==> src/rtl/demux_lane_sched_if.sv <==
// Handshake and lane-side bus of the Rx 1-to-2 demux scheduler.
// slave = scheduler view, master = upstream/lane-FIFO view.
interface demux_lane_sched_if #(
  parameter int DATA_W = 4
);
  logic              valid_in;
  logic [DATA_W-1:0] data_in;
  logic              ready_out;
  logic              almost_full0;
  logic              almost_full1;
  logic              push0;
  logic              push1;
  logic [DATA_W-1:0] data_out0;
  logic [DATA_W-1:0] data_out1;

  modport slave (
    input  valid_in, data_in, almost_full0, almost_full1,
    output ready_out, push0, push1, data_out0, data_out1
  );

  modport master (
    output valid_in, data_in, almost_full0, almost_full1,
    input  ready_out, push0, push1, data_out0, data_out1
  );
endinterface

==> src/rtl/demux_lane_sched.sv <==
// Round-robin scheduler for the Rx 1-to-2 demux: 2-entry skid buffer feeding
// lane 0 / lane 1 strictly alternately, honouring per-lane almost-full.
module demux_lane_sched #(
  parameter int DATA_W = 4,
  parameter int CNT_W  = 8
) (
  input  logic                   clk_4f,
  input  logic                   reset_L,
  input  logic                   en,
  demux_lane_sched_if.slave      bus,
  output logic                   sel,
  output logic [CNT_W-1:0]       cnt0,
  output logic [CNT_W-1:0]       cnt1,
  output logic                   stall,
  output logic                   idle
);
  typedef enum logic [1:0] {IDLE, RUN, STALL} state_e;

  state_e            state_q, state_d;
  logic [1:0]        count_q, count_d;
  logic              rd_q, rd_d, wr_q, wr_d;
  logic [DATA_W-1:0] mem_q [2];
  logic [DATA_W-1:0] mem_d [2];
  logic              sel_q, sel_d;
  logic              push0_q, push0_d, push1_q, push1_d;
  logic [DATA_W-1:0] data_out0_q, data_out0_d, data_out1_q, data_out1_d;
  logic [CNT_W-1:0]  cnt0_q, cnt0_d, cnt1_q, cnt1_d;

  logic ready, accept, issue, af_sel, af_next;

  always_comb begin
    ready   = reset_L && (count_q != 2'd2);
    accept  = bus.valid_in && ready;
    af_sel  = sel_q ? bus.almost_full1 : bus.almost_full0;
    issue   = (count_q != 2'd0) && en && !af_sel;

    mem_d       = mem_q;
    wr_d        = wr_q;
    rd_d        = rd_q;
    sel_d       = sel_q;
    push0_d     = 1'b0;
    push1_d     = 1'b0;
    data_out0_d = data_out0_q;
    data_out1_d = data_out1_q;
    cnt0_d      = cnt0_q;
    cnt1_d      = cnt1_q;

    if (accept) begin
      mem_d[wr_q] = bus.data_in;
      wr_d        = ~wr_q;
    end

    if (issue) begin
      rd_d  = ~rd_q;
      sel_d = ~sel_q;
      if (sel_q) begin
        push1_d     = 1'b1;
        data_out1_d = mem_q[rd_q];
        cnt1_d      = cnt1_q + CNT_W'(1);
      end else begin
        push0_d     = 1'b1;
        data_out0_d = mem_q[rd_q];
        cnt0_d      = cnt0_q + CNT_W'(1);
      end
    end

    count_d = count_q + 2'(accept) - 2'(issue);

    // State reflects the post-edge buffer against the lane that will be next.
    af_next = sel_d ? bus.almost_full1 : bus.almost_full0;
    if (count_d == 2'd0)        state_d = IDLE;
    else if (en && !af_next)    state_d = RUN;
    else                        state_d = STALL;
  end

  always_ff @(posedge clk_4f) begin
    if (!reset_L) begin
      state_q     <= IDLE;
      count_q     <= '0;
      rd_q        <= 1'b0;
      wr_q        <= 1'b0;
      mem_q       <= '{default: '0};
      sel_q       <= 1'b0;
      push0_q     <= 1'b0;
      push1_q     <= 1'b0;
      data_out0_q <= '0;
      data_out1_q <= '0;
      cnt0_q      <= '0;
      cnt1_q      <= '0;
    end else begin
      state_q     <= state_d;
      count_q     <= count_d;
      rd_q        <= rd_d;
      wr_q        <= wr_d;
      mem_q       <= mem_d;
      sel_q       <= sel_d;
      push0_q     <= push0_d;
      push1_q     <= push1_d;
      data_out0_q <= data_out0_d;
      data_out1_q <= data_out1_d;
      cnt0_q      <= cnt0_d;
      cnt1_q      <= cnt1_d;
    end
  end

  assign bus.ready_out = ready;
  assign bus.push0     = push0_q;
  assign bus.push1     = push1_q;
  assign bus.data_out0 = data_out0_q;
  assign bus.data_out1 = data_out1_q;
  assign sel           = sel_q;
  assign cnt0          = cnt0_q;
  assign cnt1          = cnt1_q;
  assign stall         = (state_q == STALL);
  assign idle          = (state_q == IDLE);
endmodule
==> src/flat_wrapper.sv <==
// flat-port wrapper written by rule: the top's interface ports become plain ports
module demux_lane_sched_flat 
#(
  parameter int DATA_W = 4,
  parameter int CNT_W  = 8
)
  (clk_4f, reset_L, en, sel, cnt0, cnt1, stall, idle, bus_valid_in, bus_data_in, bus_almost_full0, bus_almost_full1, bus_ready_out, bus_push0, bus_push1, bus_data_out0, bus_data_out1);
  demux_lane_sched_if #(.DATA_W(DATA_W)) bus_i ();
  input  logic clk_4f;
  input  logic reset_L;
  input  logic en;
  output logic sel;
  output logic [CNT_W-1:0] cnt0;
  output logic [CNT_W-1:0] cnt1;
  output logic stall;
  output logic idle;
  input wire logic [$bits(bus_i.valid_in)-1:0] bus_valid_in;
  input wire logic [$bits(bus_i.data_in)-1:0] bus_data_in;
  input wire logic [$bits(bus_i.almost_full0)-1:0] bus_almost_full0;
  input wire logic [$bits(bus_i.almost_full1)-1:0] bus_almost_full1;
  output wire logic [$bits(bus_i.ready_out)-1:0] bus_ready_out;
  output wire logic [$bits(bus_i.push0)-1:0] bus_push0;
  output wire logic [$bits(bus_i.push1)-1:0] bus_push1;
  output wire logic [$bits(bus_i.data_out0)-1:0] bus_data_out0;
  output wire logic [$bits(bus_i.data_out1)-1:0] bus_data_out1;
  assign bus_i.valid_in = bus_valid_in;
  assign bus_i.data_in = bus_data_in;
  assign bus_i.almost_full0 = bus_almost_full0;
  assign bus_i.almost_full1 = bus_almost_full1;
  assign bus_ready_out = bus_i.ready_out;
  assign bus_push0 = bus_i.push0;
  assign bus_push1 = bus_i.push1;
  assign bus_data_out0 = bus_i.data_out0;
  assign bus_data_out1 = bus_i.data_out1;
  demux_lane_sched #(.DATA_W(DATA_W), .CNT_W(CNT_W)) u_core (.clk_4f(clk_4f), .reset_L(reset_L), .en(en), .bus(bus_i), .sel(sel), .cnt0(cnt0), .cnt1(cnt1), .stall(stall), .idle(idle));
endmodule
==> config.mk <==
export PLATFORM = sky130hd
export DESIGN_NAME = demux_lane_sched_flat
export DESIGN_NICKNAME = d
export VERILOG_FILES = /design/src/rtl/demux_lane_sched_if.sv /design/src/rtl/demux_lane_sched.sv /design/src/flat_wrapper.sv
export SDC_FILE = /design/constraint.sdc
export NUM_CORES = 1
export LEC_CHECK = 0
export ABC_AREA = 1
export ABC_CLOCK_PERIOD_IN_PS = 3650
export CAP_MARGIN = 20
export CORE_ASPECT_RATIO = 1.75
export CORE_UTILIZATION = 50
export CTS_BUF_LIST = sky130_fd_sc_hd__clkbuf_2 sky130_fd_sc_hd__clkbuf_4 sky130_fd_sc_hd__clkbuf_8
export DETAILED_ROUTE_END_ITERATION = 8
export PLACE_DENSITY = 0.79
export SYNTH_ARGS = -nofsm -noshare
export SYNTH_HDL_FRONTEND = slang
export SYNTH_SLANG_ARGS = --single-unit
==> constraint.sdc <==
create_clock -name clk_4f -period 3.65 [get_ports clk_4f]
set_clock_uncertainty 0.1 [all_clocks]
set_input_delay 0.73 -clock clk_4f [delete_from_list [all_inputs] [get_ports clk_4f]]
set_output_delay 0.73 -clock clk_4f [all_outputs]
set_load 0.1 [all_outputs]
== Word level (Yosys, flattened, before mapping) ==
Index checks and enable logic that the tools add are counted.

* Bits of input ports: 10
* Logic and storage cells: 55
* Bits in registers: 41
* Output and inout port bits: 30

* Bitwise operators: 6
* Reduce and logical (&&, ||, !) cells: 15
* Equality and inequality tests: 2
* Multiplexer cells: 12
* Add/subtract/negate cells: 4
* Order comparisons: 3

{| class="wikitable"
|+ Operator list
! kind !! count
|-
| adder 8 x 1 -> 8 bit (second input constant) || 2
|-
| 2-to-1 mux 4 bit || 4
|-
| bitwise mux 8 bit || 1
|-
| logical AND 1 bit || 6
|-
| AND reduction 2 bit || 3
|-
| 2-to-1 mux 1 bit || 5
|-
| demux 4 bit (select 1 bit) || 1
|-
| greater-or-equal comparator 2 bit (second input constant) || 2
|-
| zero test 2 bit || 2
|-
| inverter 1 bit || 4
|-
| inverter 1 -> 2 bit || 2
|-
| adder 2 x 1 -> 2 bit || 1
|-
| == test 2 bit (second input constant) || 1
|-
| zero test 1 bit || 2
|-
| less-than comparator 2 x 1 -> 1 bit (second input constant) || 1
|-
| 2-to-1 mux 2 bit || 1
|-
| != test 2 bit (second input constant) || 1
|-
| nonzero test 2 bit || 1
|-
| OR reduction 2 bit || 1
|-
| subtractor 2 x 1 -> 2 bit || 1
|}

== Depth between registers and ports, before layout ==
Gate-level depths: netlist of the first run.

* Depth after elaboration: 8
* Mapped depth: 12
* Gate-level depth less buffers: 12

== Worst setup path after synthesis of the first run ==
Ideal clock, no wire load.

* Path kind: input to register
* From: in reset_L
* To: reg u_core.state_q[1]
* Path buffers: 0
* Setup time: 115 ps
* Setup slack: 956 ps
* Stages on the path: 9
* Data required time: 3435 ps
* Arrival: 2479 ps
* Cell sequence: inv_2 a21oi_2 nand2_1 inv_2 ha_1 inv_1 nand3_1 nand2_1 nor2_1

* Cells in the longest elaborated chain, start to end: 6
* Elaborated cells on any way between the ends: 7
* Classes of those cells: add/sub: 2; bitwise: 1; reduce/logical: 4

{| class="wikitable"
|+ Ends and longest elaborated chain
! element !! RTL line !! text
|-
| start, declared || flat_wrapper.sv:10 || <nowiki>input logic reset_L;</nowiki>
|-
| logical AND 1 bit || demux_lane_sched.sv:32 || <nowiki>ready = reset_L && (count_q != 2'd2);</nowiki>
|-
| via bus_ready_out || flat_wrapper.sv:21 || <nowiki>output wire logic [$bits(bus_i.ready_out)-1:0] bus_ready_out;</nowiki>
|-
| logical AND 1 bit || demux_lane_sched.sv:33 || <nowiki>accept = bus.valid_in && ready;</nowiki>
|-
| via u_core.accept || demux_lane_sched.sv:29 || <nowiki>logic ready, accept, issue, af_sel, af_next;</nowiki>
|-
| adder 2 x 1 -> 2 bit || demux_lane_sched.sv:67 || <nowiki>count_d = count_q + 2'(accept) - 2'(issue);</nowiki>
|-
| subtractor 2 x 1 -> 2 bit || demux_lane_sched.sv:67 ||
|-
| via u_core.count_d[0] || demux_lane_sched.sv:20 || <nowiki>logic [1:0] count_q, count_d;</nowiki>
|-
| zero test 2 bit || demux_lane_sched.sv:71 || <nowiki>if (count_d == 2'd0) state_d = IDLE;</nowiki>
|-
| OR reduction 2 bit (no line) || n/a ||
|-
| end signal, assigned || demux_lane_sched.sv:91 || <nowiki>state_q <= state_d;</nowiki>
|-
| end, declared || demux_lane_sched.sv:19 || <nowiki>state_e state_q, state_d;</nowiki>
|}

The timed path passes the listed nets, and every way through them passes these cells.
A chain may end at the register's enable or synchronous reset.

== Worst setup path after layout of the first run ==
* From: reg u_core.cnt0_q[2] (netlist: u_core.cnt0[2])
* To: out cnt0[2]

{| class="wikitable"
|+ RTL lines
! element !! RTL line !! text
|-
| start, declared || demux_lane_sched.sv:27 || <nowiki>logic [CNT_W-1:0] cnt0_q, cnt0_d, cnt1_q, cnt1_d;</nowiki>
|-
| start signal, assigned || demux_lane_sched.sv:101 || <nowiki>cnt0_q <= cnt0_d;</nowiki>
|-
| end, declared || flat_wrapper.sv:13 || <nowiki>output logic [CNT_W-1:0] cnt0;</nowiki>
|}

No word-level cell between the ends.

==> flow_summary.json, run 1 <==
{
  "yosys_warnings": 0,
  "max_clock_freq_mhz": 365,
  "grt_first_pass_wirelength_um": 6000,
  "area_delta_synth_final_pct": 27.8,
  "detail-route-antenna-nets": 0,
  "synthDominantCellAreaShare": 0.453,
  "number_of_antenna_violations_at_the_first_check_in_global_routing": 0,
  "post_synth_instance_area_um2": 1810,
  "layout_common_cells": "sky130_fd_sc_hd__nand2_1, sky130_fd_sc_hd__dfxtp_1, sky130_fd_sc_hd__clkdlybuf4s50_1, sky130_fd_sc_hd__nor2_1, sky130_fd_sc_hd__a21oi_1",
  "worst_voltage_drop_across_the_vdd_grid_mv": 0.391,
  "kind_of_cell_with_the_highest_combined_delay_on_the_critical_path": "buffers and inverters",
  "totalNegativeSetupSlack_ns": 0,
  "timing.critical_path.slowest_cell_delay_ns": 1.18,
  "post_synth.cell_area_avg_um2": 7.40,
  "crit_path_max_fanout": 6,
  "cap_violations": 0,
  "nets": 299,
  "post_synth_top_area_cell": "sky130_fd_sc_hd__dfxtp_1",
  "power-per-cell-area_nw_per_um2": 392,
  "netlist-cell-type-count": 25,
  "unrepaired_setup_endpoints_after_global_routing": "no",
  "grt_use_met1": 0.225,
  "cp.buffers_inverters": 1,
  "mostFrequentLayoutCell": "sky130_fd_sc_hd__nand2_1",
  "vias_after_detailed_routing": 1621,
  "drt_wl_total_um": 3710,
  "overflow": 0,
  "detail_route.wl_per_cell_um": 11.2,
  "clock_tree.root_cell": "sky130_fd_sc_hd__clkbuf_8",
  "cts.repair.resized": 0,
  "worst-slew-pin-transition_ns": 0.976,
  "drive_gt1_frac": 0.118,
  "placedInstanceArea_um2": 2230,
  "design.portCount": 40,
  "postCtsHoldBufs": 0,
  "critical_path_rt_ns": 2.82,
  "biggest_area_contributors_in_the_synthesized_netlist": "sky130_fd_sc_hd__dfxtp_1, sky130_fd_sc_hd__nand2_1, sky130_fd_sc_hd__a21oi_1",
  "finalCritPeriodShare": 0.751,
  "insertedDiodeCount": 0,
  "grt_start_max_net_pins": 27,
  "dr.pass1.iters": 4,
  "critical_path.slowest_cell": "sky130_fd_sc_hd__clkdlybuf4s50_1",
  "final-hold-violation-count": 0,
  "dpl.hpwl_um": 2810,
  "tritoncts": "yes",
  "outcome": "completed",
  "syn_nets": 258,
  "starting_density": 0.528,
  "register_area_share_after_synthesis": 0.453,
  "setup_viol": 0,
  "via_count_of_the_first_global_routing_pass": 1459,
  "fp.coreArea_um2": 3430,
  "fp-row-count": 28,
  "die_h_um": 81.7,
  "avgViaCountPerCell": 4.88,
  "path_class": "reg -> out",
  "die_x_um": 47.5,
  "netlist_instances": 245,
  "post-route-min-period_ns": 2.74,
  "port_buffers": 39,
  "cp_capture_type": "output port",
  "clk_latency_ns": 0.29,
  "postLayoutCellArea_um2": 2320,
  "numClockSinks": 41,
  "setup.worst_path.start_class": "register",
  "tritoncts.num_buffers": 5,
  "report.final.slew_viol_count": 0,
  "routability_cong": 0.806,
  "groute.layer.met2.usage": 0.390,
  "die_area_um2": 3880,
  "grt_usage": 0.218,
  "ordered_cell_list_for_the_critical_path": "clkdlybuf4s50_1",
  "clock_tree_buf_depth": 2,
  "drt_iter0_markers": 33,
  "path_clk_slew_ns": 0.08,
  "postCtsSetupRepairBufs": 0,
  "cp_data_arrival_time_ns": 1.91,
  "leakagePower_nw": 0.912,
  "use_met3": 0.0418,
  "slew_headroom": 0.347,
  "remaining_design_rule_violation_count": 0,
  "ys_ff_latch": 41,
  "globalRoute.busiestLayer": "met2",
  "h_tree_lvls": 2,
  "worstHoldPathType": "reg -> reg"
}
==> per-layer routing <==
metal,part of all wire,vias to the layer above
li1,-,852
met1,0.40,733
met2,0.55,29
met3,0.024,7
met4,0.019,0
met5,0,-
==> worst paths after layout <==
check | from | cells after the start | slack (ns) | endpoint
setup / recovery | u_core.cnt0[2] | 1 | 0.91 | cnt0[2]
hold / removal | u_core.mem_q[5] | 2 | 0.34 | u_core.mem_q[5]
setup reg to reg | u_core.count_q[1] | 7 | 1.94 | u_core.cnt0[7]
hold reg to reg | u_core.mem_q[5] | 2 | 0.34 | u_core.mem_q[5]
==> cell type report <==
cell class,instances,area (µm²)
inverter,29,111
clock buffer,6,76.3
sequential,41,821
clock inverter,2,10.0
fill,336,1120
timing repair buffer,41,410
tap,45,56.3
multi-input combinational,168,832
==> cell usage after synthesis <==
cell                        n
sky130_fd_sc_hd__a21oi_1   24
sky130_fd_sc_hd__xnor2_1    2
sky130_fd_sc_hd__nor2_4     1
sky130_fd_sc_hd__dfxtp_1   41
sky130_fd_sc_hd__nor2_1    25
sky130_fd_sc_hd__nand3b_1   1
sky130_fd_sc_hd__nand2_1   61
sky130_fd_sc_hd__xor2_1     5
sky130_fd_sc_hd__inv_1     23
sky130_fd_sc_hd__a21oi_2    3
sky130_fd_sc_hd__clkbuf_1   2
sky130_fd_sc_hd__o21ai_0   14
sky130_fd_sc_hd__nor3_2     1
sky130_fd_sc_hd__inv_4      1
sky130_fd_sc_hd__buf_1      2
sky130_fd_sc_hd__ha_1       3
sky130_fd_sc_hd__nor3b_1    1
sky130_fd_sc_hd__nand3_2    2
sky130_fd_sc_hd__nor3_1     6
sky130_fd_sc_hd__buf_6      3
sky130_fd_sc_hd__nand3_1    9
sky130_fd_sc_hd__inv_2      5
sky130_fd_sc_hd__nor2_2     3
sky130_fd_sc_hd__nand4_1    2
sky130_fd_sc_hd__nand2_2    5
==> stage by stage <==
step	hold WS, ns	power (mW)	std cells	util	setup slack, ns
after global routing	0.373	0.944	332	0.675	0.859
after floorplan	0.324	0.591	245	-	0.956
after detailed placement	0.337	0.630	324	0.650	1.10
after global placement	0.331	0.628	324	0.650	1.11
final	0.345	0.907	332	0.675	0.907
after CTS	0.349	0.917	332	0.675	0.906
==> cells by family (layout without fill, tap and decap cells) <==
logic type | Yosys count | in the layout | share of synthesized area
xor+xnor | 7 | 7 | 0.0338
simple gates | 117 | 117 | 0.285
buf+inv | 36 | 78 | 0.0883
compound gates | 41 | 41 | 0.119
flops | 41 | 41 | 0.453
fa+ha+maj | 3 | 3 | 0.0207
==> report_power, final <==
part           switching (mW)  internal [mW]
clock network           0.149          0.140
logic                   0.106         0.0425
registers             0.00973          0.461
==> sequential cells by signal, indices dropped and copies added, names as in the netlist, 2 cells and up <==
register              count
u_core.cnt1               8
u_core.bus.data_out0      4
u_core.bus.data_out1      4
u_core.mem_q              8
u_core.state_q            2
u_core.cnt0               8
u_core.count_q            2
==> worst reg2reg max path: stages (launching register included) <==
cell and delay (ns):
sky130_fd_sc_hd__dfxtp_1 0.40, sky130_fd_sc_hd__nor2_1 0.07, sky130_fd_sc_hd__nor2_2 0.18, sky130_fd_sc_hd__nand3_2 0.28, sky130_fd_sc_hd__inv_2 0.28, sky130_fd_sc_hd__nand2_1 0.10, sky130_fd_sc_hd__xor2_1 0.14, sky130_fd_sc_hd__nor2_1 0.05
Note: power is estimated with default switching activity, not from simulation.
==> inputs of run 2 (changes only) <==
Settings changed: ABC_CLOCK_PERIOD_IN_PS 3650 to 2200, CORE_UTILIZATION 50 to 47, PLACE_DENSITY 0.79 to 0.78.
Clock period 3.65 ns to 2.2 ns, I/O delays scaled along.
==> flow_summary.json, run 2 (synthesis results as in run 1) <==
{
  "outcome": "completed",
  "h_tree_lvls": 2,
  "reg2reg_slack_ns": 0.57,
  "grt_first_pass_wirelength_um": 6630,
  "max_clock_freq_mhz": 530,
  "die_h_um": 84.2,
  "slew_headroom": 0.774,
  "grt_start_max_net_pins": 27,
  "starting_density": 0.495,
  "vias_after_detailed_routing": 1666,
  "final-hold-violation-count": 0,
  "hold-path-endpoint": "u_core.mem_q[6]",
  "routability_cong": 0.825,
  "worst_voltage_drop_across_the_vdd_grid_mv": 0.654,
  "grt_usage": 0.210,
  "finalCritPeriodShare": 0.857,
  "drt_iter0_markers": 27,
  "detail-route-antenna-nets": 0,
  "cts.repair.resized": 0,
  "timing.rr.end": "u_core.state_q[1]",
  "insertedDiodeCount": 0,
  "clock_tree.root_cell": "sky130_fd_sc_hd__clkbuf_8",
  "overflow": 0,
  "critical_path_rt_ns": 1.66,
  "remaining_design_rule_violation_count": 0,
  "nets": 304,
  "report.final.slew_viol_count": 0,
  "detail_route.wl_per_cell_um": 11.2,
  "die_x_um": 49.0,
  "crit_path_max_fanout": 2,
  "port_buffers": 39,
  "mostFrequentLayoutCell": "sky130_fd_sc_hd__nand2_1",
  "cp_capture_type": "output port",
  "setup.worst_path.start_class": "input pin",
  "post-route-min-period_ns": 1.89,
  "path_clk_slew_ns": 0.07,
  "cp_data_arrival_time_ns": 1.35,
  "via_count_of_the_first_global_routing_pass": 1625,
  "fp-row-count": 29,
  "dpl.hpwl_um": 2840,
  "r2r_start": "u_core.count_q[1]",
  "die_area_um2": 4120,
  "dr.pass1.iters": 4,
  "count_of_cells_along_the_worst_hold_path": 2,
  "power-per-cell-area_nw_per_um2": 743,
  "fp.coreArea_um2": 3660,
  "postLayoutCoreUtil": 0.640,
  "clk_latency_ns": 0.29,
  "totalNegativeSetupSlack_ns": 0,
  "tritoncts.num_buffers": 5,
  "path_class": "in -> out",
  "design.portCount": 40,
  "place.detailed.instances": 330,
  "clock_tree_buf_depth": 2,
  "postCtsSetupRepairBufs": 0,
  "drive_gt1_frac": 0.229,
  "avgViaCountPerCell": 4.93,
  "numClockSinks": 41,
  "hold_start": "u_core.mem_q[6]",
  "drt_wl_total_um": 3770,
  "tritoncts": "yes",
  "postCtsHoldBufs": 0,
  "cap_violations": 0,
  "fin_cells": 338,
  "worst-slew-pin-transition_ns": 0.335,
  "leakagePower_nw": 1.01,
  "area_delta_synth_final_pct": 29.3,
  "r2r_cells": 10,
  "report.power.total_mw": 1.74,
  "number_of_antenna_violations_at_the_first_check_in_global_routing": 0,
  "setup_viol": 0,
  "worstHoldPathType": "reg -> reg",
  "layout_common_cells": "sky130_fd_sc_hd__nand2_1, sky130_fd_sc_hd__dfxtp_1, sky130_fd_sc_hd__buf_4, sky130_fd_sc_hd__nor2_1, sky130_fd_sc_hd__a21oi_1",
  "unrepaired_setup_endpoints_after_global_routing": "no"
}
-- run 2: layout make-up --
type | count | area (µm²)
timing repair buffer | 46 | 380
fill | 358 | 1320
clock inverter | 3 | 65.1
multi-input combinational | 168 | 840
tap | 46 | 57.6
inverter | 29 | 111
sequential | 41 | 822
clock buffer | 5 | 68.8
-- run 2: stage by stage --
stage	setup slack, ns	hold WS (ns)	cell area, µm²
4_1_cts	0.304	0.351	2340
5_1_grt	0.169	0.383	2340
3_3_place_gp	0.0946	0.332	2210
2_1_floorplan	0.0603	0.324	1820
3_5_place_dp	0.0399	0.341	2210
6_report	0.315	0.352	2340
-- run 2: worst max-delay path, stage by stage --
cell and delay (ns):
sky130_fd_sc_hd__clkdlybuf4s50_1 0.50, sky130_fd_sc_hd__inv_2 0.07, sky130_fd_sc_hd__a21oi_4 0.14, sky130_fd_sc_hd__buf_12 0.19
-- run 2: worst max-delay path by stage --
| stage | from | endpoint | cells past startpoint |
|---|---|---|---|
| final | reset_L | bus_ready_out | 4 |
| after floorplan | u_core.state_q[1] | stall | 2 |
| after global placement | en | u_core.state_q[1] | 11 |
| after global routing | en | u_core.state_q[1] | 12 |
| after CTS | reset_L | bus_ready_out | 4 |
| after detailed placement | en | u_core.state_q[1] | 11 |
-- run 2: per-layer routing --
layer,track usage,share of wire
met5,0,0
met2,0.398,0.54
met1,0.195,0.40
met4,0.118,0.029
met3,0.0543,0.032
-- run 2: report_power, final --
| part | internal, mW | switching, mW |
|---|---|---|
| Sequential | 0.765 | 0.0173 |
| Clock | 0.451 | 0.256 |
| Combinational | 0.0750 | 0.178 |
==> inputs of run 3 (changes only) <==
--- a/config.mk
+++ b/config.mk
@@ -14,2 +14,3 @@
 export DETAILED_ROUTE_END_ITERATION = 8
+export GPL_ROUTABILITY_DRIVEN = 0
 export PLACE_DENSITY = 0.78
==> constraint.sdc (replaced) <==
create_clock -name clk_4f -period 2.2 [get_ports clk_4f]
set_clock_uncertainty 0.1 [all_clocks]
set_input_delay 0.33 -clock clk_4f [delete_from_list [all_inputs] [get_ports clk_4f]]
set_output_delay 0.33 -clock clk_4f [all_outputs]
set_load 0.1 [all_outputs]
==> flow_summary.json, run 3 (synthesis results as in run 1) <==
{
  "nets": 302,
  "post-route-min-period_ns": 1.78,
  "worst-slew-pin-transition_ns": 0.317,
  "path_clk_slew_ns": 0.07,
  "max_clock_freq_mhz": 562,
  "r2r_cells": 10,
  "fin_cells": 335,
  "report.power.total_mw": 1.53,
  "drive_gt1_frac": 0.221,
  "setup_viol": 0,
  "met2WireLength_um": 1890,
  "die_h_um": 84.2,
  "grt_first_pass_wirelength_um": 6250,
  "fp.coreArea_um2": 3660,
  "mostFrequentLayoutCell": "sky130_fd_sc_hd__nand2_1",
  "cp_capture_type": "register",
  "postCtsSetupRepairBufs": 0,
  "area_delta_synth_final_pct": 26.1,
  "totalNegativeSetupSlack_ns": 0,
  "clock_tree.root_cell": "sky130_fd_sc_hd__clkbuf_8",
  "design.portCount": 40,
  "maxUsedRoutingLayer": "met4",
  "starting_density": 0.495,
  "port_buffers": 39,
  "wl_met1_um": 1460,
  "dr.pass1.iters": 4,
  "timing.rr.end": "u_core.state_q[1]",
  "power-per-cell-area_nw_per_um2": 669,
  "clock_tree_buf_depth": 2,
  "fp-row-count": 29,
  "overflow": 0,
  "h_tree_lvls": 2,
  "net-switching-power_mw": 0.431,
  "place.detailed.instances": 328,
  "reg2reg_slack_ns": 0.55,
  "numClockSinks": 41,
  "drt_wl_total_um": 3560,
  "die_area_um2": 4120,
  "hold_start": "u_core.mem_q[4]",
  "worst_voltage_drop_across_the_vdd_grid_mv": 0.618,
  "outcome": "completed",
  "worstHoldPathType": "reg -> reg",
  "cts.repair.resized": 0,
  "r2r_start": "u_core.count_q[1]",
  "swShare": 0.282,
  "nFillCells": 353,
  "layout_common_cells": "sky130_fd_sc_hd__nand2_1, sky130_fd_sc_hd__dfxtp_1, sky130_fd_sc_hd__buf_4, sky130_fd_sc_hd__nor2_1, sky130_fd_sc_hd__a21oi_1",
  "detail_route.wl_per_cell_um": 10.6,
  "final-hold-violation-count": 0,
  "unrepaired_setup_endpoints_after_global_routing": "no",
  "dpl.hpwl_um": 2750,
  "routed-wl-met3_um": 148,
  "postCtsHoldBufs": 0,
  "power_share_of_the_clock_group": 0.327,
  "cap_violations": 0,
  "cp_data_arrival_time_ns": 1.87,
  "finalCritPeriodShare": 0.809,
  "slew_headroom": 0.787,
  "drt_iter0_markers": 47,
  "internal_power_mw": 1.10,
  "hold-worst-slack_ns": 0.347,
  "critical_path_rt_ns": 2.29,
  "detail-route-antenna-nets": 0,
  "count_of_cells_along_the_worst_hold_path": 2,
  "hold-path-endpoint": "u_core.mem_q[4]",
  "grt_usage": 0.196,
  "avgViaCountPerCell": 4.92,
  "insertedDiodeCount": 0,
  "postLayoutCoreUtil": 0.624,
  "tritoncts.num_buffers": 5,
  "grt_start_max_net_pins": 27,
  "setup.worst_path.start_class": "input pin",
  "leakagePower_nw": 0.981,
  "via_count_of_the_first_global_routing_pass": 1477,
  "worstSetupStartpoint": "en",
  "path_class": "in -> reg",
  "crit_path_max_fanout": 4,
  "sequential_power_share": 0.511,
  "vias_after_detailed_routing": 1648,
  "number_of_antenna_violations_at_the_first_check_in_global_routing": 0,
  "die_x_um": 49.0,
  "tritoncts": "yes",
  "remaining_design_rule_violation_count": 0,
  "p_comb_frac": 0.163,
  "report.final.slew_viol_count": 0,
  "clk_latency_ns": 0.29
}
run 3: cell count changes in the layout (fill, tap and decap cells not counted):
cell,previous run,this run
sky130_fd_sc_hd__clkbuf_4,0,1
sky130_fd_sc_hd__clkinv_2,1,0
sky130_fd_sc_hd__buf_4,36,34
sky130_fd_sc_hd__clkbuf_8,5,6
sky130_fd_sc_hd__bufinv_16,2,0
run 3: worst max-delay path, stage by stage:
cell and delay, ns:
sky130_fd_sc_hd__clkdlybuf4s50_1 0.50, sky130_fd_sc_hd__inv_1 0.06, sky130_fd_sc_hd__nor2_2 0.20, sky130_fd_sc_hd__nand2_1 0.13
sky130_fd_sc_hd__nand2_1 0.07, sky130_fd_sc_hd__nand2_1 0.05, sky130_fd_sc_hd__ha_1 0.29, sky130_fd_sc_hd__inv_1 0.06
sky130_fd_sc_hd__nand3_1 0.06, sky130_fd_sc_hd__nand2_1 0.08, sky130_fd_sc_hd__nor2_1 0.04
run 3: power by group through the flow:
stage	registers [mW]	logic [mW]	clock network, mW
2_1_floorplan	0.826	0.158	0
3_5_place_dp	0.799	0.251	0
5_1_grt	0.785	0.269	0.540
4_1_cts	0.781	0.251	0.515
3_3_place_gp	0.798	0.248	0
6_report	0.781	0.249	0.500
run 3: area by class of cell:
cell class | count | area [µm²] | share of cell area
inverters | 29 | 111 | 0.0487
flip-flops and latches | 41 | 822 | 0.360
well taps | 46 | 57.6 | 0.0252
repair buffers | 44 | 365 | 0.160
clock buffers | 7 | 90.1 | 0.0394
multi-input cells | 168 | 840 | 0.367
run 3: metal layers:
| metal | GRT usage | vias up |
|---|---|---|
| met5 | 0 | - |
| met2 | 0.350 | 40 |
| met1 | 0.209 | 739 |
| li1 | - | 865 |
| met3 | 0.0435 | 4 |
| met4 | 0.104 | 0 |
run 3: stage by stage:
stage / setup slack, ns / area, µm²
2_1_floorplan: 0.170 / 1820
3_3_place_gp: 0.139 / 2200
3_5_place_dp: 0.112 / 2200
4_1_cts: 0.414 / 2290
5_1_grt: 0.281 / 2290
6_report: 0.420 / 2290
run 3: how the worst max path moves through the flow:
stage | cells past startpoint | to | slack (ns)
after floorplan | 2 | stall | 0.17
after global placement | 11 | u_core.state_q[1] | 0.14
after detailed placement | 11 | u_core.state_q[1] | 0.11
after CTS | 11 | u_core.state_q[1] | 0.41
after global routing | 11 | u_core.state_q[1] | 0.28
final | 11 | u_core.state_q[1] | 0.42
